<file path="src/rtl/cvita_tlast_check.sv">
// cvita_tlast_check
// Checks CVITA packet framing against the header length field and re-frames
// the stream so o_tlast lands exactly on beat ceil(len/8). Short packets are
// truncated at the upstream i_tlast, or padded with zero beats up to the
// header length when CVITA_TLAST_CHECK_PAD_EN is defined. Long packets are
// cut at the header length and the excess is drained. Both kinds of framing
// violation raise a one-cycle pulse and bump a saturating counter.

module cvita_tlast_check #(
  parameter int CNT_W = 16
) (
  input  logic             clk,
  input  logic             reset_n,
  input  logic             clear,
  input  logic [63:0]      i_tdata,
  input  logic             i_tlast,
  input  logic             i_tvalid,
  output logic             i_tready,
  output logic [63:0]      o_tdata,
  output logic             o_tlast,
  output logic             o_tvalid,
  input  logic             o_tready,
  output logic             err_short,
  output logic             err_long,
  output logic [CNT_W-1:0] short_count,
  output logic [CNT_W-1:0] long_count
);

`ifdef CVITA_TLAST_CHECK_PAD_EN
  typedef enum logic [1:0] {S_HEADER, S_BODY, S_DRAIN, S_PAD} state_t;
`else
  typedef enum logic [1:0] {S_HEADER, S_BODY, S_DRAIN} state_t;
`endif

  state_t           r_state;
  logic [13:0]      r_rem;
  logic             r_errShort;
  logic             r_errLong;
  logic [CNT_W-1:0] r_shortCount;
  logic [CNT_W-1:0] r_longCount;

  logic [15:0]      w_len;
  logic [16:0]      w_lenRound;
  logic [13:0]      w_beats;
  logic             w_hdrSingle;
  logic             w_remLast;
  logic             w_xfer;
`ifdef CVITA_TLAST_CHECK_PAD_EN
  logic             w_padXfer;
`endif

  // The length field is in bytes; a zero length still occupies the header beat.
  assign w_len       = i_tdata[47:32];
  assign w_lenRound  = {1'b0, w_len} + 17'd7;
  assign w_beats     = (w_len == 16'd0) ? 14'd1 : w_lenRound[16:3];
  assign w_hdrSingle = (w_beats == 14'd1);
  assign w_remLast   = (r_rem == 14'd1);
  assign w_xfer      = i_tvalid & i_tready;
`ifdef CVITA_TLAST_CHECK_PAD_EN
  assign w_padXfer   = o_tvalid & o_tready;
`endif

  assign err_short   = r_errShort;
  assign err_long    = r_errLong;
  assign short_count = r_shortCount;
  assign long_count  = r_longCount;

  // Zero-latency datapath steering and regenerated end-of-packet marker.
  always_comb begin
    o_tdata  = i_tdata;
    o_tvalid = i_tvalid;
    i_tready = o_tready;
    o_tlast  = 1'b0;
    case (r_state)
      S_HEADER: begin
`ifdef CVITA_TLAST_CHECK_PAD_EN
        o_tlast = w_hdrSingle;
`else
        o_tlast = w_hdrSingle | i_tlast;
`endif
      end
      S_BODY: begin
`ifdef CVITA_TLAST_CHECK_PAD_EN
        o_tlast = w_remLast;
`else
        o_tlast = w_remLast | i_tlast;
`endif
      end
      S_DRAIN: begin
        o_tvalid = 1'b0;
        i_tready = 1'b1;
      end
`ifdef CVITA_TLAST_CHECK_PAD_EN
      S_PAD: begin
        o_tdata  = 64'h0;
        o_tvalid = 1'b1;
        i_tready = 1'b0;
        o_tlast  = w_remLast;
      end
`endif
      default: begin
        o_tlast = 1'b0;
      end
    endcase
  end

  // Framing state machine, remaining-beat counter, error pulses and counters.
  always_ff @(posedge clk) begin
    if (!reset_n || clear) begin
      r_state      <= S_HEADER;
      r_rem        <= 14'd0;
      r_errShort   <= 1'b0;
      r_errLong    <= 1'b0;
      r_shortCount <= '0;
      r_longCount  <= '0;
    end else begin
      r_errShort <= 1'b0;
      r_errLong  <= 1'b0;
      if (r_errShort && (r_shortCount != {CNT_W{1'b1}})) begin
        r_shortCount <= r_shortCount + CNT_W'(1);
      end
      if (r_errLong && (r_longCount != {CNT_W{1'b1}})) begin
        r_longCount <= r_longCount + CNT_W'(1);
      end
      case (r_state)
        S_HEADER: begin
          if (w_xfer) begin
            r_rem <= w_beats - 14'd1;
            if (w_hdrSingle) begin
              if (!i_tlast) begin
                r_errLong <= 1'b1;
                r_state   <= S_DRAIN;
              end
            end else if (i_tlast) begin
              r_errShort <= 1'b1;
`ifdef CVITA_TLAST_CHECK_PAD_EN
              r_state    <= S_PAD;
`endif
            end else begin
              r_state <= S_BODY;
            end
          end
        end
        S_BODY: begin
          if (w_xfer) begin
            r_rem <= r_rem - 14'd1;
            if (w_remLast) begin
              if (i_tlast) begin
                r_state <= S_HEADER;
              end else begin
                r_errLong <= 1'b1;
                r_state   <= S_DRAIN;
              end
            end else if (i_tlast) begin
              r_errShort <= 1'b1;
`ifdef CVITA_TLAST_CHECK_PAD_EN
              r_state    <= S_PAD;
`else
              r_state    <= S_HEADER;
`endif
            end
          end
        end
        S_DRAIN: begin
          if (w_xfer && i_tlast) begin
            r_state <= S_HEADER;
          end
        end
`ifdef CVITA_TLAST_CHECK_PAD_EN
        S_PAD: begin
          if (w_padXfer) begin
            r_rem <= r_rem - 14'd1;
            if (w_remLast) begin
              r_state <= S_HEADER;
            end
          end
        end
`endif
        default: begin
          r_state <= S_HEADER;
        end
      endcase
    end
  end

endmodule

</file>
<file path="config.mk">
export PLATFORM = sky130hd
export DESIGN_NAME = cvita_tlast_check
export DESIGN_NICKNAME = d
export VERILOG_FILES = /design/src/rtl/cvita_tlast_check.sv
export SDC_FILE = /design/constraint.sdc
export NUM_CORES = 1
export LEC_CHECK = 0
export ABC_AREA = 1
export CAP_MARGIN = 20
export CORE_MARGIN = 2
export CORE_UTILIZATION = 34
export CTS_CLUSTER_DIAMETER = 120
export DETAILED_ROUTE_END_ITERATION = 12
export PLACE_DENSITY_LB_ADDON = 0.12
export SLEW_MARGIN = 20
export SYNTH_ARGS = -nofsm -noshare
export SYNTH_HDL_FRONTEND = slang
export SYNTH_SLANG_ARGS = --single-unit
export TNS_END_PERCENT = 100
</file>
<file path="constraint.sdc">
create_clock -name clk -period 3.9 [get_ports clk]
set_clock_uncertainty 0.15 [all_clocks]
set_input_delay 0.39 -clock clk [delete_from_list [all_inputs] [get_ports clk]]
set_output_delay 0.39 -clock clk [all_outputs]
set_load 0.005 [all_outputs]
</file>
==> results, run 1 <==
- Max-cap violations in this run came to 0.
- Counting every net in the synthesized netlist gives 687.
- The critical path goes through clkdlybuf4s50_1 -> nand3b_1 -> nor2_1 -> nand2_1 -> nand2_1 -> ha_1 -> inv_1 -> a21oi_1 -> nand4_1 -> nor2_1 -> nand4_1 -> nand3_1 -> nand2_1 -> inv_1 -> clkdlybuf4s50_1.
- The number of antenna diodes in the final layout is 0.
- The first-iteration detailed-routing DRC count is about 240.
- The flow ran to the end, and the final reports show no timing, DRC or antenna violations.
- The clock tree from TritonCTS is done.
- The maximum clock rate is ~280 MHz.
- The number of placed instances, taps included, is 754.
- The reg-to-reg startpoint is short_count[0].
- Setup violations remaining at the end of the flow were counted as 0.
- The pin count of the biggest net entering global routing is 35.
- The full die area is 0.0123 mm^2.
- The finished layout holds 761 standard cells, fillers aside.
- Synthesis instantiated 37 different standard cells from the library.
- Dividing total power by cell area gives a power density of about 260 mW/mm^2.
- In this run the vertical extent of the chip is between 100 and 150 um.
- The kind of launch point of the worst setup path is a primary input.
- The placeable core region is 0.0110 mm^2.
- The yosys synthesis warning count is 0.
- The largest driver fanout on the critical path is 8.
- The later pin in the worst-skew pair is clocked with a latency of 0.28 ns.
- The sum of net half-perimeters after detailed placement is 7.49 mm.
- The number of max-slew violations in the final report is 0.
- The via count is 3710.
- 171 I/O pins were placed.
- The minimum hold slack is 0.314 ns.
- The critical setup path kind is in2out.
- After layout, the minimum clock period comes to 3.52 ns.
- The number of buffers added by the clock tree synthesis step is 5.
- The longest clock path from root to sink contains 2 buffers.
- At the placement stage, the worst setup path has a slack of 0.385 ns.
- The residual antenna-violating net count after detailed routing is 0.
- The die boundary width is between 100 and 150 um.
- The overall global routing resource usage is 15.5%.
- The worst hold path passes through 2 cells.
- The cell sitting at the root of the clock tree is a sky130_fd_sc_hd__clkbuf_16.
- The hold violation total from the final report is 0.
- The maximum vdd ir drop is 0.231 mV.
- Dividing the detail-routed via count by the number of cells gives 4.88.
- The largest stage delay on the critical path is 0.55 ns.
- Counting flops with an async set or reset pin after synthesis yields a share of 0%.
- The met1 layer usage reported by global route is 20.1%.
- The slew at the pin with the worst max-slew slack is 0.608 ns.
- The area added between synthesis and finish is 14.2%.
- The via count of the first global-routing pass is 3528.
- The most common cell type on the critical path is sky130_fd_sc_hd__nand2_1.
- The largest area contributor in the netlist is sky130_fd_sc_hd__dfxtp_1.
- Across all setup checks in the final design, the least slack found is about 0.38 ns.
- The total number of clock tree sinks is 50.
- The synthesized area per cell is 6.34 um^2.
- Setup repair after global routing left no endpoint under its margin.
- For this block, the routed nets add up to 9.49 mm of wire.
- CTS built an H-tree with a depth of 2.
- The synthesis-stage register bit count is 50.
- The congestion estimate from routability-driven global placement came to 0.867.
- The total overflow left after global routing is 0.
- Ranked by total cell area, the synthesized netlist is headed by sky130_fd_sc_hd__dfxtp_1 26%, sky130_fd_sc_hd__buf_4 12%, sky130_fd_sc_hd__nand2_1 12%.
- The endpoint class of the critical path is a primary output.
- The logic depth of the worst register-to-register path is 11.
- Synthesis produced a netlist whose cell count is 611.
- The endpoint with the worst hold slack is short_count[15].
- In the final layout, the share of cells above drive strength 1 is 6.12%.
- The normalized max-slew margin is 59.4%.
- Row generation in the floorplan step produced 38 rows.
- After clock tree synthesis, the clock-pin slew on the worst setup and hold paths is around 0.060 ns.
- The global-route wire length before repair is about 16 mm.
- The slack of the worst reg-to-reg path is 1.58 ns.
- The worst register-to-register path ends at short_count[11].
- The synthesized netlist occupies a cell area of 0.00387 mm^2.
- The kind of path behind the tightest hold check is reg2reg.
- The analysis attributes to cell leakage a power of 0.00172 uW.
- After detailed routing, the number of remaining DRC violations is 0.
- The startpoint identified for the worst hold timing path is short_count[15].
- The global routing's busiest layer is met2.
- The met2 layer usage reported by global route is 25.9%.
- The count of port buffers added during placement is 74.
- The number of gates given a new drive strength after cts is 0.
- The met3 routing resource usage after global routing is under 10%.
- The number of antenna violations at the first check in global routing is 0.
- In this run the biggest area consumer among cell types represents 25.8% of the synthesized area.
- Among all flip-flop cells after synthesis, the most frequent one is sky130_fd_sc_hd__dfxtp_1.
- The initial utilization of the core area, before any placement, comes to 35.3%.
- Sequential cells were found to cover 25.8% of the synthesized design area.
- At the worst endpoint, the required time is approximately 3.4 ns.
- The slowest stage of the critical path is the sky130_fd_sc_hd__clkdlybuf4s50_1 cell.
- The routed length per placed instance is 12.5 um.
- The signal arrival time at the worst endpoint is about 3.0 ns.
- The post-CTS setup repair buffer count is 0.
- In this run, synthesis inferred 0 flip-flops with an integrated enable.
- Setup total negative slack on the finished layout was measured at 0 ns.
- At the end of the flow, the number of nets in the layout was 697.
- The number of buffers inserted for hold repair after clock tree synthesis is 0.
- The final cycle utilization of the critical path is about nine tenths.
- For this run, the detailed router's first-pass iteration total came to 4.
critical path, delay by kind of cell:
kind / cells / cell delay, ns
and+or+nand+nor: 9 / 1.18
buffers and inverters: 4 / 1.13
adders and majority gates: 1 / 0.16
AOI/OAI and AO/OA: 1 / 0.11
worst max path at each step:
stage	to	start	slack (ns)
global route	o_tlast	i_tdata[34]	0.11
floorplan	o_tlast	i_tdata[34]	1.73
finish	o_tlast	i_tdata[35]	0.38
CTS	o_tlast	i_tdata[35]	0.38
global placement	o_tlast	i_tdata[35]	0.44
detailed placement	o_tlast	i_tdata[35]	0.38
flip-flops by register name, indices dropped and copies added, names as in the netlist:
register / count
err_short: 1
err_long: 1
short_count: 16
long_count: 16
r_state: 2
r_rem: 14
per-stage QoR:
stage / total power (uW) / utilization [%] / cell area (um^2)
after floorplan: 721 / - / 3870
after global placement: 752 / 39.0 / 4290
after detailed placement: 752 / 39.0 / 4290
after CTS: 1170 / 40.3 / 4420
after global routing: 1220 / 40.3 / 4420
final: 1150 / 40.3 / 4420
cells in the mapped netlist (2+ instances only):
library cell                 n
sky130_fd_sc_hd__dfxtp_1    50
sky130_fd_sc_hd__buf_2       4
sky130_fd_sc_hd__xor2_1      3
sky130_fd_sc_hd__nor4_1      5
sky130_fd_sc_hd__o21ai_1     3
sky130_fd_sc_hd__nor2_1     55
sky130_fd_sc_hd__nand2_1   119
sky130_fd_sc_hd__o21bai_1    2
sky130_fd_sc_hd__o21ai_0    36
sky130_fd_sc_hd__nand4_1    18
sky130_fd_sc_hd__clkbuf_1    5
sky130_fd_sc_hd__nor2_2      6
sky130_fd_sc_hd__a221oi_1    2
sky130_fd_sc_hd__a21oi_1    48
sky130_fd_sc_hd__inv_1      82
sky130_fd_sc_hd__buf_4      64
sky130_fd_sc_hd__xnor2_1     6
sky130_fd_sc_hd__or2_2       5
sky130_fd_sc_hd__a211oi_1    3
sky130_fd_sc_hd__nor3_1     11
sky130_fd_sc_hd__nand2_2     7
sky130_fd_sc_hd__nand3b_1    6
sky130_fd_sc_hd__nor3b_1     2
sky130_fd_sc_hd__a31oi_1     6
sky130_fd_sc_hd__nor2_4      3
sky130_fd_sc_hd__ha_1        6
sky130_fd_sc_hd__nand3_1    41
sky130_fd_sc_hd__nand3_2     2
sky130_fd_sc_hd__inv_2       3
cell type report:
cell class | instances | area [um^2]
Multi-Input combinational cell | 403 | 2040
Sequential cell | 50 | 1000
Fill cell | 1164 | 6560
Clock buffer | 6 | 129
Clock inverter | 1 | 7.51
Inverter | 85 | 319
Tap cell | 140 | 175
Timing Repair Buffer | 76 | 756
where the power goes:
part	total, uW	internal (uW)	switching (uW)	leakage [uW]
combinational	217	91.8	125	0.00126
clock	414	235	179	0.0000629
sequential	524	517	7.17	0.000404
total	1150	843	311	0.00172
cells by family (layout without fill, tap and decap cells):
| family | Yosys count | count (layout) | synth area share (%) |
|---|---|---|---|
| AOI/OAI and AO/OA | 106 | 106 | 15.0 |
| xor gates and xnor gates | 9 | 9 | 2.04 |
| adders and majority gates | 6 | 6 | 1.94 |
| buffers and inverters | 158 | 168 | 21.6 |
| DFF | 50 | 50 | 25.8 |
| and+or+nand+nor | 282 | 282 | 33.6 |
cells in the final DEF, fill, tap and decap left out, drive strengths merged:
cell type,Yosys,final
nor3,12,12
clkbuf,5,6
or2,5,5
o31a,1,1
nand3,43,43
o21bai,2,2
clkinvlp,0,1
o21ai,40,40
and3,1,1
nor2,64,64
a21oi,48,48
a31oi,6,6
xnor2,6,6
o31ai,1,1
a221oi,2,2
xor2,3,3
ha,6,6
a21boi,1,1
dfxtp,50,50
inv,85,85
nand3b,6,6
clkdlybuf4s50,0,74
a211oi,3,3
o21a,1,1
buf,68,2
o211ai,1,1
nand2,126,126
nand4,18,18
nor4,5,5
nor3b,2,2
routing by layer:
| layer | wire [um] | share of wire [%] |
|---|---|---|
| met1 | 4460 | 47 |
| met2 | 4390 | 46 |
| met3 | 491 | 5.2 |
| met4 | 157 | 1.7 |
| met5 | 0 | 0 |
Power figures use the tool's default switching activity.
==> inputs of run 2 (changes only) <==
--- a/config.mk
+++ b/config.mk
@@ -6,13 +6,11 @@
 export NUM_CORES = 1
 export LEC_CHECK = 0
 export ABC_AREA = 1
-export CAP_MARGIN = 20
 export CORE_MARGIN = 2
 export CORE_UTILIZATION = 34
 export CTS_CLUSTER_DIAMETER = 120
 export DETAILED_ROUTE_END_ITERATION = 12
 export PLACE_DENSITY_LB_ADDON = 0.12
-export SLEW_MARGIN = 20
 export SYNTH_ARGS = -nofsm -noshare
 export SYNTH_HDL_FRONTEND = slang
 export SYNTH_SLANG_ARGS = --single-unit
==> results of run 2 <==
Final layout, timing and power as in run 1 (identical DEF).
